<file path="src/rtl/sm_imem_loadable.sv">
// rtl/sm_imem_loadable.sv - loadable per-node instruction memory with combinational fetch port
// Optional: SM_IMEM_CHECKSUM_EN enables the ld_csum running sum of written words.
module sm_imem_loadable #(
  parameter int          DEPTH     = 64,
  parameter int          ADDR_W    = 6,
  parameter int          NODE_ID   = 0,
  parameter logic [31:0] FILL_WORD = 32'h00000063,
  parameter logic [31:0] OOR_WORD  = 32'h00000013
) (
  input  logic              clk,
  input  logic              rst,
  input  logic [31:0]       a,
  output logic [31:0]       rd,
  input  logic              ld_start,
  input  logic [ADDR_W-1:0] ld_base,
  input  logic              ld_valid,
  input  logic [31:0]       ld_data,
  input  logic              ld_last,
  output logic              ld_ready,
  output logic              cpu_hold,
  output logic              ld_done,
  output logic              ld_err,
  output logic [ADDR_W:0]   ld_count,
  output logic [31:0]       ld_csum
);

  typedef enum logic [1:0] {IDLE, LOAD, DONE} state_t;
  typedef logic [31:0] mem_t [DEPTH];

  localparam logic [ADDR_W:0] DEPTH_W   = (ADDR_W+1)'(DEPTH);
  localparam logic [31:0]     BOOT_WORD = (NODE_ID == 0) ? 32'h00500293 : 32'h00000063;

  function automatic mem_t init_mem();
    mem_t m;
    for (int i = 0; i < DEPTH; i++) m[i] = FILL_WORD;
    m[0] = BOOT_WORD;
    return m;
  endfunction

  // Power-up image only; reset deliberately leaves the contents alone.
  mem_t mem_q = init_mem();

  state_t          state_q, state_d;
  // One bit wider than ld_base so the pointer can park at DEPTH instead of wrapping.
  logic [ADDR_W:0] ptr_q, ptr_d;
  logic [ADDR_W:0] count_q, count_d;
  logic            err_q, err_d;
  logic            in_range;
  logic            we;

  assign in_range = (ptr_q < DEPTH_W);
  assign we       = (state_q == LOAD) && ld_valid && in_range;

  always_comb begin
    state_d = state_q;
    ptr_d   = ptr_q;
    count_d = count_q;
    err_d   = err_q;
    case (state_q)
      IDLE: begin
        if (ld_start) begin
          state_d = LOAD;
          ptr_d   = {1'b0, ld_base};
          count_d = '0;
          err_d   = 1'b0;
        end
      end
      LOAD: begin
        if (ld_valid) begin
          if (in_range) ptr_d = ptr_q + 1'b1;
          else          err_d = 1'b1;
          if (count_q != '1) count_d = count_q + 1'b1;
          if (ld_last) state_d = DONE;
        end
      end
      DONE:    state_d = IDLE;
      default: state_d = IDLE;
    endcase
  end

  always_ff @(posedge clk or posedge rst) begin
    if (rst) begin
      state_q <= IDLE;
      ptr_q   <= '0;
      count_q <= '0;
      err_q   <= 1'b0;
    end else begin
      state_q <= state_d;
      ptr_q   <= ptr_d;
      count_q <= count_d;
      err_q   <= err_d;
    end
  end

  always_ff @(posedge clk) begin
    if (we) mem_q[ptr_q[ADDR_W-1:0]] <= ld_data;
  end

  // Fetch compares the full 32-bit address so aliases above DEPTH read as a nop.
  assign rd = (a < 32'(DEPTH)) ? mem_q[a[ADDR_W-1:0]] : OOR_WORD;

  assign ld_ready = (state_q == LOAD);
  assign cpu_hold = (state_q != IDLE);
  assign ld_done  = (state_q == DONE);
  assign ld_err   = err_q;
  assign ld_count = count_q;

`ifdef SM_IMEM_CHECKSUM_EN
  logic [31:0] csum_q, csum_d;

  always_comb begin
    csum_d = csum_q;
    if (state_q == IDLE && ld_start) csum_d = '0;
    else if (we)                     csum_d = csum_q + ld_data;
  end

  always_ff @(posedge clk or posedge rst) begin
    if (rst) csum_q <= '0;
    else     csum_q <= csum_d;
  end

  assign ld_csum = csum_q;
`else
  assign ld_csum = '0;
`endif

endmodule
</file>
<file path="config.mk">
export PLATFORM = sky130hd
export DESIGN_NAME = sm_imem_loadable
export DESIGN_NICKNAME = d
export VERILOG_FILES = /design/src/rtl/sm_imem_loadable.sv
export SDC_FILE = /design/constraint.sdc
export NUM_CORES = 2
export LEC_CHECK = 0
export BUFFER_PORTS_ARGS = -buffer_cell sky130_fd_sc_hd__buf_4
export CORE_MARGIN = 4
export CORE_UTILIZATION = 50
export CTS_CLUSTER_DIAMETER = 50
export DETAILED_ROUTE_END_ITERATION = 16
export MAX_ROUTING_LAYER = met4
export PLACE_DENSITY_LB_ADDON = 0.3
export SLEW_MARGIN = 20
export SYNTH_ARGS = -nofsm -noshare
export SYNTH_HDL_FRONTEND = slang
export SYNTH_SLANG_ARGS = --single-unit
</file>
<file path="constraint.sdc">
create_clock -name clk -period 11.5 [get_ports clk]
set_clock_uncertainty 0.1 [all_clocks]
set_input_delay 1.15 -clock clk [delete_from_list [all_inputs] [get_ports clk]]
set_output_delay 1.15 -clock clk [all_outputs]
set_load 0.02 [all_outputs]
</file>
; Word level (Yosys, flattened, before mapping)
; Memory sizes are Yosys's and may differ from the RTL's.
; Index checks and enable logic that the tools add are counted.
[op_classes]
n_addsub = 2
order_cmp = 2
eq_ne = 9
muxes = 19
n_reduce_logical = 9
[op_table]
columns = cell, count
row1 = $mux W7, 6
row2 = $lt A32 B7 Y1 const B, 1
row3 = $mux W32, 1
row4 = $pmux W7 S2, 2
row5 = $add A7 B1 Y7 const B, 2
row6 = $reduce_and A4 Y1, 3
row7 = $ne A2 B2 Y1 const B, 4
row8 = $lt A7 B7 Y1 const B, 1
row9 = $ne A7 B7 Y1 const B, 1
row10 = $mux W2, 3
row11 = $mux W1, 5
row12 = $ne A2 B1 Y1 const B, 2
row13 = $pmux W2 S2, 1
row14 = $reduce_bool A2 Y1, 2
row15 = $reduce_and A3 Y1, 1
row16 = $eq A2 B1 Y1 const B, 1
row17 = $eq A2 B2 Y1 const B, 1
row18 = $logic_and A1 B1 Y1, 2
row19 = $logic_not A2 Y1, 1
row20 = $pmux W1 S2, 1
[word_totals]
ff_bits = 17
ram_bits = 2048
input_bits = 75
out_inout_bits = 75
word_cells = 46
n_memories = 1
[mem_list]
columns = memory, words, width, read_ports, rd_clocked_by_memory_dff, write_ports, line
row1 = mem_q, 64, 32, 1, 0, 1, 41  ; mem_t mem_q = init_mem();

; Longest topological paths before layout
[depth]
ltp_word = 5
mapped_depth = 9
mapped_depth_nobuf = 6

; Worst setup path after synthesis
; OpenSTA, ideal clock, no wires.
[synth_path]
kind = input-to-output
startpoint = input port a[2]
endpoint = output port rd[27]
arrival_time_ps = 3098
required_time_ps = 10250
setup_slack_ps = 7152
path_stages = 7
path_buffers = 4
path_cell_list = buf_2 -> buf_4 -> buf_2 -> buf_1 -> a211oi_1 -> a211o_1 -> a311oi_1
[synth_via]
elab_chain_len = 2
elab_cells_between_ends = 3
cone_classes = order compare (1) / mux (1) / memory (1)
[synth_lines]
columns = element, line
row1 = "start, declared", 12  ; input logic [31:0] a,
row2 = $lt A32 B7 Y1 or $mem_v2 Z64 W32 (tied branches), -
row3 = $mux W32 *, 100  ; assign rd = (a < 32'(DEPTH)) ? mem_q[a[ADDR_W-1:0]] : OOR_WORD;
row4 = "end, declared", 13  ; output logic [31:0] rd,
; Every way passes the cells marked *; elsewhere a longest branch is shown, timed or not.

; Worst setup path in the final report
[layout_path]
startpoint = input port a[0]
endpoint = output port rd[0]
; The elaborated chain is that of the path after synthesis.

==> metrics.txt <==
port buffer count 117; post-synthesis adder-cell area fraction 0.000316; Seq/Total Area, Yosys 0.781; mux cell area share after synthesis 0.185; IO Count 150; setup slack after layout 4.99 ns; Critical Path AT between 5 and 6 ns; top-count cell post-synth edfxtp_1; drt total wl between 150000 and 200000 µm; Worst setup EP type output pin; Flop pwr share 0.542; vias in the first global route between 30000 and 40000; commonest cells in the netlist edfxtp_1 (2048), mux4_2 (629), nor2_1 (85); Switching Share 0.214; share of cells above drive strength 1 0.323; Pwr Density 175 nW/µm²; htree depth 4; Synth Area in Compound Gates 0.00637; register bit total from synthesis slightly above 2000; HPWL Detailed approximately 95000 µm; XOR/XNOR Fraction of Synth Area 0.000442; initial antenna violation count 6; ys flop type edfxtp_1; RD Place Congestion around 0.75; startpoint types input pin; hold-fix buffers at CTS 0; Vias/cell approximately 6.4; Starting Density 0.505; deepest clock path buffer count 3; height of the die slightly above 400 µm; post-CTS setup buffer count 0; Sum Neg Setup Slack 0 ns; worst skew pair latency 0.79 ns; Starting DRT DRC Count about 5000; Clock Sinks just over 2000; via count 36607; worst-path maximum fanout between 60 and 70; layout overhead on the synthesized area 12.4%; CTS tree built; ys async rst share 0.00823; clk root buf clkbuf_16; 1st-pass router iterations 5; post-route ant nets 0; number of buffers created by CTS between 150 and 200; Max Cap Viol 0; switching power summed over all nets around 0.0033 W; fin crit period roughly 6.5 ns; Slew HR 0.246; die area 165000 µm²; Routed WL per cell about 34 µm; outcome completed; Mapped Area slightly below 80000 µm²; internal power 0.0123 W; largest family of logic cells by synthesized area multiplexers; global-route wire length before repair approximately 270000 µm; GRT Total Usage 0.244; # DRC 0; Synth area leaders edfxtp_1 (78%), mux4_2 (18%), mux2i_1 (0.57%); Synth cell types 52; RSZ-0062 raised after global routing false; Synth area leader edfxtp_1; period utilization 0.566; Clock Pin Slew Worst Setup and Hold Paths 0.06 ns; nets 3562; Chip Width 406 µm; # rows about 150; Post-Synthesis Cells between 3000 and 4000; synth warn 0; Post-synth EDFFs 2048; cts repair resizes 0; core area 157000 µm²; final setup fails 0; largest net degree at the start of global routing approximately 120; combinational fraction of design power 0.062; pre-CTS setup slack between 4 and 5 ns; Slew @ Worst Pin roughly 1.1 ns; GRT Residual Overflow 0; post-synth top area share 0.775; Simple-Gate Fraction of Synth Area 0.0123; Pleak around 28 nW; Hold/Removal Path Class input pin to asynchronous set/reset pin; Achievable Freq around 150 MHz; Crit Path Category input pin to output pin; syn_area_per_cell about 24 µm²; required time of the critical path between 10 and 15 ns; final hold violations 0; clock network power share 0.396; VDD IR-drop max 0.154 mV; Final Slew Violations 0
## kinds of logic (layout without fill, tap and decap cells)
kind of cell | count (synthesis) | after routing
AO/OA/AOI/OAI | 72 | 72
XOR/XNOR | 4 | 4
adder cells (fa/ha/maj) | 2 | 2
buffers and inverters | 207 | 569
flip-flops | 2065 | 2065
multiplexers | 680 | 680
other | 1 | 38
AND/OR/NAND/NOR | 219 | 219
## stage by stage
stage | cells | hold WS [ns] | instance area, µm² | total power (W) | utilization
after floorplan | 3281 | 0.346 | 79400 | 0.00917 | -
after global placement | 5344 | 0.362 | 83000 | 0.00957 | 0.529
after detailed placement | 5344 | 0.371 | 83000 | 0.00959 | 0.529
after CTS | 5700 | 0.331 | 89100 | 0.0157 | 0.568
after global routing | 5706 | 0.370 | 89200 | 0.0161 | 0.568
final | 5707 | 0.359 | 89200 | 0.0156 | 0.568
## sequential cells by signal (all words and copies together) (netlist names)
name and cells:
mem_q 2048, ld_err 1, ptr_q 7, ld_count 7
state_q 2
## worst paths after layout
path	start	end	slack, ns	cells past startpoint
worst max register to register	state_q[0]	mem_q[54][31]	6.83	6
worst min register to register	state_q[1]	state_q[0]	0.38	1
min in group clk	state_q[1]	state_q[0]	0.38	1
worst min-delay path	rst	ld_count[1]	0.36	2
max in group asynchronous	rst	ptr_q[5]	10.50	2
worst max-delay path	a[0]	rd[0]	4.99	8
## worst max-delay path, cell delays in order
cell	delay, ns
buf_8	0.58
buf_4	0.85
buf_4	0.64
mux4_2	0.58
mux4_2	0.50
mux2i_1	0.41
a22oi_1	0.23
buf_4	0.24
## layer usage
metal	GRT usage	wire length (µm)
met5	-	0
met4	0.0569	4310
met2	0.369	92400
met3	0.0471	19300
met1	0.351	76000
## cell usage in the layout (no fill, tap or decap), types with 4 or more instances in the layout
cell type   instances
mux4_2            629
buf_12              5
nor2b_1             8
mux2i_1            45
nor4_1              6
mux2_2              6
xor2_1              4
nand2_1            55
nand3_1            38
o211ai_1           31
edfxtp_1         2048
inv_1               4
diode_2             6
dfrtp_1            17
clkinvlp_4          4
conb_1             32
clkinv_1           44
clkbuf_1           48
clkinv_2           36
a21oi_1            11
nor3_1              6
nor2_1             21
bufinv_16          12
nor2_4             64
o21ai_0             7
clkbuf_16         204
buf_4             197
## cell type report
class                           count  area [µm²]
Multi-Input combinational cell   1009       16800
Fill cell                       11069       67800
Antenna cell                        6        15.0
Inverter                            5        18.8
Clock buffer                      254        5310
Timing Repair Buffer              208        1680
Clock inverter                    102         801
Sequential cell                  2065       61900
Tap cell                         2058        2570
## power by group through the flow
stage	sequential (W)	combinational, W	clock (W)
CTS	0.00845	0.000983	0.00626
detailed placement	0.00861	0.000981	0
finish	0.00846	0.000971	0.00618
global route	0.00846	0.00104	0.00661
floorplan	0.00859	0.000579	0
global placement	0.00861	0.000965	0
Power figures use the tool's default switching activity.
